<file path="src/rtl/muldiv_iter.sv">
// Iterative multiply/divide unit owning the architectural HI/LO pair.
// Multiplies retire MUL_STEP multiplier bits per cycle by shift-and-add on
// magnitudes. Divides use restoring division at one quotient bit per cycle.
// A single FIX cycle then applies signs and accumulation and writes HI/LO.
//
// Handshake: an op is accepted on a rising edge where start=1, busy=0 and
// cancel=0. While busy, start is ignored (no queueing). cancel=1 while busy
// drops the op, including on the FIX cycle. done pulses for exactly one cycle
// after HI/LO have been written by a multi-cycle op.
module muldiv_iter #(
  parameter int WIDTH    = 32,
  parameter int MUL_STEP = 2
) (
  input  logic             clk,
  input  logic             rst,
  input  logic             start,
  input  logic [3:0]       op,
  input  logic [WIDTH-1:0] A,
  input  logic [WIDTH-1:0] B,
  input  logic             cancel,
  output logic [WIDTH-1:0] hi,
  output logic [WIDTH-1:0] lo,
  output logic             busy,
  output logic             done
);

  localparam int MUL_ITERS = WIDTH / MUL_STEP;
  localparam int CW        = $clog2(WIDTH + 1);
  localparam logic [CW-1:0] MUL_COUNT = CW'(MUL_ITERS);
  localparam logic [CW-1:0] DIV_COUNT = CW'(WIDTH);
  localparam logic [CW-1:0] ONE       = CW'(1);

  localparam logic [3:0] OP_MULT  = 4'd1;
  localparam logic [3:0] OP_MULTU = 4'd2;
  localparam logic [3:0] OP_DIV   = 4'd3;
  localparam logic [3:0] OP_DIVU  = 4'd4;
  localparam logic [3:0] OP_MADD  = 4'd5;
  localparam logic [3:0] OP_MADDU = 4'd6;
  localparam logic [3:0] OP_MSUB  = 4'd7;
  localparam logic [3:0] OP_MSUBU = 4'd8;
  localparam logic [3:0] OP_MTHI  = 4'd9;
  localparam logic [3:0] OP_MTLO  = 4'd10;

  localparam logic [1:0] ACC_NONE = 2'd0;
  localparam logic [1:0] ACC_ADD  = 2'd1;
  localparam logic [1:0] ACC_SUB  = 2'd2;

  typedef enum logic [1:0] {IDLE, MUL, DIV, FIX} stateT;

  stateT state, nextState;

  logic [CW-1:0]      cnt;
  logic [2*WIDTH-1:0] mcand, prod, acc;
  logic [WIDTH-1:0]   mplier, rem, quo, dvsr, aSave;
  logic [1:0]         accMode;
  logic               negRes, negRem, divZero, isDivRun;

  logic               isMulOp, isDivOp, isSignedOp, accept;
  logic [1:0]         accModeIn;
  logic [WIDTH-1:0]   absA, absB;
  logic [2*WIDTH-1:0] mulSum, prodSigned, mulResult;
  logic [WIDTH:0]     divShift;
  logic [WIDTH-1:0]   divDiff, remNext, quoNext, divHi, divLo;
  logic               divGeq;

  assign busy   = (state != IDLE);
  assign accept = start && !busy && !cancel;

  // Decode the op into class, signedness and accumulate mode.
  always_comb begin
    isMulOp    = 1'b0;
    isDivOp    = 1'b0;
    isSignedOp = 1'b0;
    accModeIn  = ACC_NONE;
    case (op)
      OP_MULT:  begin isMulOp = 1'b1; isSignedOp = 1'b1; end
      OP_MULTU: begin isMulOp = 1'b1; end
      OP_DIV:   begin isDivOp = 1'b1; isSignedOp = 1'b1; end
      OP_DIVU:  begin isDivOp = 1'b1; end
      OP_MADD:  begin isMulOp = 1'b1; isSignedOp = 1'b1; accModeIn = ACC_ADD; end
      OP_MADDU: begin isMulOp = 1'b1; accModeIn = ACC_ADD; end
      OP_MSUB:  begin isMulOp = 1'b1; isSignedOp = 1'b1; accModeIn = ACC_SUB; end
      OP_MSUBU: begin isMulOp = 1'b1; accModeIn = ACC_SUB; end
      default:  begin end
    endcase
    // The most negative value maps to 2^(WIDTH-1), which still fits unsigned.
    absA = (isSignedOp && A[WIDTH-1]) ? -A : A;
    absB = (isSignedOp && B[WIDTH-1]) ? -B : B;
  end

  // State register.
  always_ff @(posedge clk or posedge rst) begin
    if (rst) state <= IDLE;
    else     state <= nextState;
  end

  // Next state: run the iteration count, one FIX cycle, cancel wins always.
  always_comb begin
    nextState = state;
    case (state)
      IDLE: begin
        if (accept && isMulOp)      nextState = MUL;
        else if (accept && isDivOp) nextState = DIV;
      end
      MUL:     if (cnt == ONE) nextState = FIX;
      DIV:     if (cnt == ONE) nextState = FIX;
      FIX:     nextState = IDLE;
      default: nextState = IDLE;
    endcase
    if (cancel && busy) nextState = IDLE;
  end

  // One multiply step: add MUL_STEP shifted partial products.
  always_comb begin
    mulSum = prod;
    for (int i = 0; i < MUL_STEP; i++) begin
      if (mplier[i]) mulSum = mulSum + (mcand << i);
    end
  end

  // One restoring-division step on magnitudes.
  always_comb begin
    divShift = {rem, quo[WIDTH-1]};
    divGeq   = (divShift >= {1'b0, dvsr});
    // When the subtraction is kept the true difference is below dvsr,
    // so the low WIDTH bits are exact.
    divDiff  = divShift[WIDTH-1:0] - dvsr;
    remNext  = divGeq ? divDiff : divShift[WIDTH-1:0];
    quoNext  = {quo[WIDTH-2:0], divGeq};
  end

  // FIX-cycle result: apply signs, accumulation and the divide-by-zero rule.
  // Most-negative / -1 needs no special case: |q| = 2^(WIDTH-1) with positive
  // sign already reads back as A, and the remainder is 0.
  always_comb begin
    prodSigned = negRes ? -prod : prod;
    case (accMode)
      ACC_ADD: mulResult = acc + prodSigned;
      ACC_SUB: mulResult = acc - prodSigned;
      default: mulResult = prodSigned;
    endcase
    if (divZero) begin
      divHi = aSave;
      divLo = '1;
    end else begin
      divHi = negRem ? -rem : rem;
      divLo = negRes ? -quo : quo;
    end
  end

  // Datapath: latch operands on accept, iterate, write HI/LO on FIX exit.
  always_ff @(posedge clk or posedge rst) begin
    if (rst) begin
      hi       <= '0;
      lo       <= '0;
      done     <= 1'b0;
      cnt      <= '0;
      mcand    <= '0;
      mplier   <= '0;
      prod     <= '0;
      acc      <= '0;
      rem      <= '0;
      quo      <= '0;
      dvsr     <= '0;
      aSave    <= '0;
      accMode  <= ACC_NONE;
      negRes   <= 1'b0;
      negRem   <= 1'b0;
      divZero  <= 1'b0;
      isDivRun <= 1'b0;
    end else begin
      done <= (state == FIX) && !cancel;
      if (accept) begin
        if (op == OP_MTHI) hi <= A;
        if (op == OP_MTLO) lo <= A;
        if (isMulOp) begin
          mcand    <= {{WIDTH{1'b0}}, absA};
          mplier   <= absB;
          prod     <= '0;
          acc      <= {hi, lo};
          accMode  <= accModeIn;
          negRes   <= isSignedOp && (A[WIDTH-1] ^ B[WIDTH-1]);
          isDivRun <= 1'b0;
          cnt      <= MUL_COUNT;
        end
        if (isDivOp) begin
          rem      <= '0;
          quo      <= absA;
          dvsr     <= absB;
          aSave    <= A;
          negRes   <= isSignedOp && (A[WIDTH-1] ^ B[WIDTH-1]);
          negRem   <= isSignedOp && A[WIDTH-1];
          divZero  <= (B == '0);
          isDivRun <= 1'b1;
          cnt      <= DIV_COUNT;
        end
      end else if (busy && cancel) begin
        cnt <= '0;
      end else begin
        case (state)
          MUL: begin
            prod   <= mulSum;
            mcand  <= mcand << MUL_STEP;
            mplier <= mplier >> MUL_STEP;
            cnt    <= cnt - ONE;
          end
          DIV: begin
            rem <= remNext;
            quo <= quoNext;
            cnt <= cnt - ONE;
          end
          FIX: begin
            if (isDivRun) begin
              hi <= divHi;
              lo <= divLo;
            end else begin
              {hi, lo} <= mulResult;
            end
          end
          default: begin end
        endcase
      end
    end
  end

endmodule

</file>
<file path="config.mk">
export PLATFORM = sky130hd
export DESIGN_NAME = muldiv_iter
export DESIGN_NICKNAME = d
export VERILOG_FILES = /design/src/rtl/muldiv_iter.sv
export SDC_FILE = /design/constraint.sdc
export NUM_CORES = 2
export LEC_CHECK = 0
export CAP_MARGIN = 20
export CORE_ASPECT_RATIO = 1.4
export CORE_MARGIN = 2
export CORE_UTILIZATION = 64
export DETAILED_ROUTE_END_ITERATION = 10
export GPL_TIMING_DRIVEN = 0
export PLACE_DENSITY = 0.81
export SYNTH_ARGS = -nofsm -noshare
export SYNTH_HDL_FRONTEND = slang
export SYNTH_SLANG_ARGS = --single-unit
</file>
<file path="constraint.sdc">
create_clock -name clk -period 18.5 [get_ports clk]
set_clock_uncertainty 0.2 [all_clocks]
set_input_delay 3.7 -clock clk [delete_from_list [all_inputs] [get_ports clk]]
set_output_delay 3.7 -clock clk [all_outputs]
set_load 0.05 [all_outputs]
</file>
# ---- After elaboration in Yosys (flattened, before gate mapping)
# Cells that the tools add are included.
dict set report totals {
  reg_bits 431
  input_bits 72
  out_inout_bits 66
  wordCells 148
}
dict set report classes {
  addsub 11
  magnitude_cmp 1
  eq_ne 24
  n_mux 59
  bitwise_logic 1
  reduce_logical 34
}
# op n
set op_table {}
lappend op_table {{$mux 32} 29}
lappend op_table {{$mux 64} 11}
lappend op_table {{$add 64x64->64} 3}
lappend op_table {{$neg 32->32} 4}
lappend op_table {{$pmux 64 s2} 1}
lappend op_table {{$neg 64->64} 1}
lappend op_table {{$sub 64x64->64} 1}
lappend op_table {{$ge 33x32->1} 1}
lappend op_table {{$logic_not 32->1} 1}
lappend op_table {{$sub 32x32->32} 1}
lappend op_table {{$mux 6} 5}
lappend op_table {{$eq 4x3->1 const B} 4}
lappend op_table {{$eq 4x4->1 const B} 3}
lappend op_table {{$reduce_and 3->1} 4}
lappend op_table {{$reduce_and 2->1} 5}
lappend op_table {{$reduce_bool 2->1} 5}
lappend op_table {{$logic_and 1x1->1} 9}
lappend op_table {{$eq 4x2->1 const B} 2}
lappend op_table {{$mux 2} 4}
lappend op_table {{$reduce_or 2->1} 4}
lappend op_table {{$mux 1} 7}
lappend op_table {{$eq 2x2->1 const B} 3}
lappend op_table {{$eq 6x1->1 const B} 1}
lappend op_table {{$ne 2x2->1 const B} 3}
lappend op_table {{15 further kinds} 18}

# ---- Depth between registers and ports, before layout
dict set report logic_depth {
  word_depth 9
  ltp_mapped 28
  mapped_depth_nobuf 26
}

# ---- Least setup slack after synthesis
# Ideal clock, no wire load.
dict set report synth_timing {
  kind {register -> register}
  start {register prod[20]}
  end {register hi[24]}
  setup_ns 0.141
  arrival_ns 6.074
  required_ns 18.159
  path_slack_ns 12.085
  path_stages_with_launch 25
  n_path_buf 2
  period_less_slack_ns 6.415
  cell_sequence {dfrtp_1 > buf_2 > or4_1 > buf_2 > or4_4 > o41ai_4 > xor2_2 > nand4_1 > or2_1 > nor4_1 > nor3b_1 > nor2_1 > xor2_1 > ha_1 > a21o_1 > a21o_1 > a221oi_1 > o21ai_0 > a221oi_1 > o21ai_0 > o311a_1 > and3_1 > or4_1 > nand4_1 > a31oi_1}
}
dict set report synth_between {
  elab_chain_cells 8
  word_cells_on_any_way 9
  cone_classes {add/sub: 3; mux: 6}
}
# element line_no
set synth_lines {}
lappend synth_lines {{from (decl)} 53} ;# logic [2*WIDTH-1:0] mcand, prod, acc;
lappend synth_lines {{from (signal assigned)} 202} ;# prod <= mulSum;
lappend synth_lines {{$neg 64->64} 136} ;# prodSigned = negRes ? -prod : prod;
lappend synth_lines {{$mux 64 *} 136}
lappend synth_lines {{$sub 64x64->64 / $add 64x64->64 (equally long branches)} {139, 138}}
lappend synth_lines {{$pmux 64 s2 *} 137} ;# case (accMode)
lappend synth_lines {{$mux 32 *} 213} ;# if (isDivRun) begin
lappend synth_lines {{$mux 32 *} 200} ;# case (state)
lappend synth_lines {{$mux 32 *} 197} ;# end else if (busy && cancel) begin
lappend synth_lines {{$mux 32 *} 173} ;# if (accept) begin
lappend synth_lines {{to (signal assigned)} 214} ;# hi <= divHi;
lappend synth_lines {{to (signal assigned)} 217} ;# {hi, lo} <= mulResult;
lappend synth_lines {{to (decl)} 21} ;# output logic [WIDTH-1:0] hi,
# Every way passes the cells marked *; elsewhere a longest branch is shown, timed or not. The select of a mux whose other input is x is not followed.
# A chain may end at the register's enable or synchronous reset.

# ---- Worst setup path in the final report
dict set report layout_timing {
  start {register negRes}
  end {register hi[29]}
}
dict set report layout_between {
  elab_chain_cells 7
  word_cells_on_any_way 8
  cone_classes {add/sub: 2; mux: 6}
}
# element line_no
set layout_lines {}
lappend layout_lines {{from (decl)} 56} ;# logic negRes, negRem, divZero, isDivRun;
lappend layout_lines {{from (signal assigned)} 182} ;# negRes <= isSignedOp && (A[WIDTH-1] ^ B[WIDTH-1]);
lappend layout_lines {{from (signal assigned)} 191} ;# negRes <= isSignedOp && (A[WIDTH-1] ^ B[WIDTH-1]);
lappend layout_lines {{$mux 64 *} 136}
lappend layout_lines {{$sub 64x64->64 / $add 64x64->64 (equally long branches)} {139, 138}}
lappend layout_lines {{$pmux 64 s2 *} 137}
lappend layout_lines {{$mux 32 *} 213}
lappend layout_lines {{$mux 32 *} 200}
lappend layout_lines {{$mux 32 *} 197}
lappend layout_lines {{$mux 32 *} 173}
# Marks and branches as above.

==> results.yml <==
global_route:
  grtUsageTotal_pct: 53.0
  grt_antenna_before_repair: 15
  grt_max_degree: 138
  grt_pass1_vias: 39800
  overflow: 0
  grt_pass1_wl_um: 244000
detailed_routing:
  via_per_inst: 7.07
  wl_per_cell_um: 28.0
  num_vias: 41700
  wirelength_um: 165000
  drtIter0Drc: 5166
  ant_nets: 0
  first_pass_iters: 7
  drc: 0
timing:
  worst_pin_slew_ns: 1.28
  period_needed_ns: 9.24
  max_freq_mhz: 108
  rsz0062_at_grt: "false"
  slew_viol_final: 0
  relSlewSlack_pct: 14.8
  period_share_pct: 50.0
  timing_hold_violations_final: 0
  setup_viol: 0
  setup_slack_ns: 9.26
logic_synthesis:
  yosys.area.top_type_share_pct: 28.3
  ys.warnings.count: 0
  synth_cells: 4914
  synth_edf_count: 0
  synth_mux_area_share_pct: 2.57
  synth_nets: 5224
  synth_most_common_cell: "nand2_1"
  synth_xor_area_share_pct: 10.3
  synth-simple-area-share_pct: 20.2
  synth_top_family_by_area: "compound AO/OA/AOI/OAI gates"
  syn_area_um2: 38100
  post_synth.cell_area_avg_um2: 7.75
  synth-seq-cells: 431
  synth_common_cells: "nand2_1, a21oi_1, o21ai_0"
  netlist_top_cells_area: "dfrtp_1, ha_1, nand2_1"
  postSynth.asyncResetShare_pct: 100
  ys_types: 90
  yosysTopAreaCell: "dfrtp_1"
  synth_ff_type: "dfrtp_1"
  synth_compound_area_share_pct: 26.5
  synth_fa_ha_area_share_pct: 7.90
  seq_area_frac_synth_pct: 28.3
critical_path:
  arrival_ns: 9.58
  critical_path_class: "register to register"
  worstSetupStartpointType: "register"
  critPathMaxFanout: 10
  worst_ep_required_time_ns: 18.84
  cp-end-kind: "register"
placed_design:
  dp_slack_ns: 9.53
  gp_congestion: 1.09
  placed_area_um2: 40500
  dp_hpwl_um: 127000
  port_buffers: 133
layout:
  final_cell_area_um2: 42300
  num-nets-final: 5417
  final_layout_size_suffix_gt1_share_pct: 4.26
  n_fill_cell: 4786
  regArea_um2: 10800
  area_delta_synth_final_pct: 11.1
  multiInputGateArea_um2: 25700
worst_hold_path:
  min_path_type: "register to register"
cts:
  clkSinkCount: 431
  cts_tree: "done"
  cts_buffers: 45
  cts-root-buf: "clkbuf_16"
  htree_levels: 2
  cts_setup_buffers: 0
  clk_latency_ns: 0.64
  hold_buffers: 0
  cts_resized: 0
  clk_pin_slew_worst_paths_ns: 0.07
  clockBufferDepth: 3
die:
  start_util_pct: 64.8
  num_rows: 105
  num_io_pins: 138
  die_w_um: 210
  die_area_um2: 61500
  coreArea_um2: 58700
  fp.dieH_um: 293
job:
  drv_cap: 0
run_status:
  status: "complete, no violations"
[worst max-delay path, stage by stage, from the launching register on]
cell and delay, ns:
dfrtp_1 0.69, clkbuf_1 0.45, clkbuf_1 0.41, buf_1 0.71
o31ai_1 0.23, xor2_1 0.60, nand4_1 0.19, nor4_1 0.36
and2_1 0.46, a21oi_1 0.16, xor2_1 0.22, ha_1 0.33
clkbuf_1 0.33, inv_1 0.23, nor3_1 0.31, a221oi_1 0.20
o21ai_0 0.49, or2_2 0.25, o2111ai_1 0.21, o21ai_0 0.62
a21oi_1 0.18, a2111oi_0 0.77, mux2i_1 0.26, nor2_1 0.06
o31ai_1 0.20
[through the flow]
stage	hold WS (ns)	TNS, ns	utilization [%]	std cells
finish	0.278	0	72.0	5900
global route	0.305	0	72.0	5895
CTS	0.279	0	71.8	5885
detailed placement	0.264	0	68.9	5803
global placement	0.258	-1006.35	68.7	5796
floorplan	0.245	0	-	4914
[worst paths after layout]
path / from / end / slack (ns) / cells after the start
max: negRes / hi[29] / 9.26 / 24
max in group asynchronous: rst / mcand[38] / 12.97 / 4
min: aSave[4] / aSave[4] / 0.28 / 2
max reg2reg: negRes / hi[29] / 9.26 / 24
min reg2reg: aSave[4] / aSave[4] / 0.28 / 2
min in group asynchronous: rst / hi[19] / 3.43 / 2
[state kept, by name, summed over array words and instances (netlist names), 2 cells and up]
name / flops
acc: 64
mcand: 64
prod: 64
aSave: 32
dvsr: 32
hi: 32
lo: 32
mplier: 32
quo: 32
rem: 32
cnt: 6
accMode: 2
state: 2
[metal layers]
metal	up-vias	track usage, %	part of all wire, %
li1	18100	-	-
met4	10	50.3	12
met3	1043	15.2	12
met5	-	0.0802	0.039
met1	19400	59.3	33
met2	3161	80.7	42
[cell usage in the layout (no fill, tap or decap), types with 52 or more instances in the layout]
cell / n
o31ai_1: 68
xor2_1: 230
mux2_2: 54
ha_1: 234
nor2_1: 339
nand2b_1: 52
a21oi_1: 453
clkbuf_1: 245
nand2_1: 774
nand3_1: 117
a21o_1: 133
o21ai_0: 449
nor3_1: 87
dfrtp_1: 431
a31oi_1: 102
inv_1: 125
clkdlybuf4s50_1: 133
xnor2_1: 207
[cell families after synthesis]
logic type / after synthesis
compound gates: 1609
xor+xnor: 442
fa+ha+maj: 238
buf+inv: 419
flops: 431
mux: 91
simple gates: 1684
[area by class of cell]
class	count	area share, %
Clock buffer	56	2.93
Antenna cell	9	0.0533
Multi-Input combinational cell	4064	60.8
Buffer	292	2.68
Timing Repair Buffer	146	3.62
Tap cell	749	2.22
Sequential cell	431	25.5
Clock inverter	26	1.10
Inverter	127	1.15
Power is not shown: default switching activity piles up to over one toggle a cycle in this logic, so the estimate is an artifact.
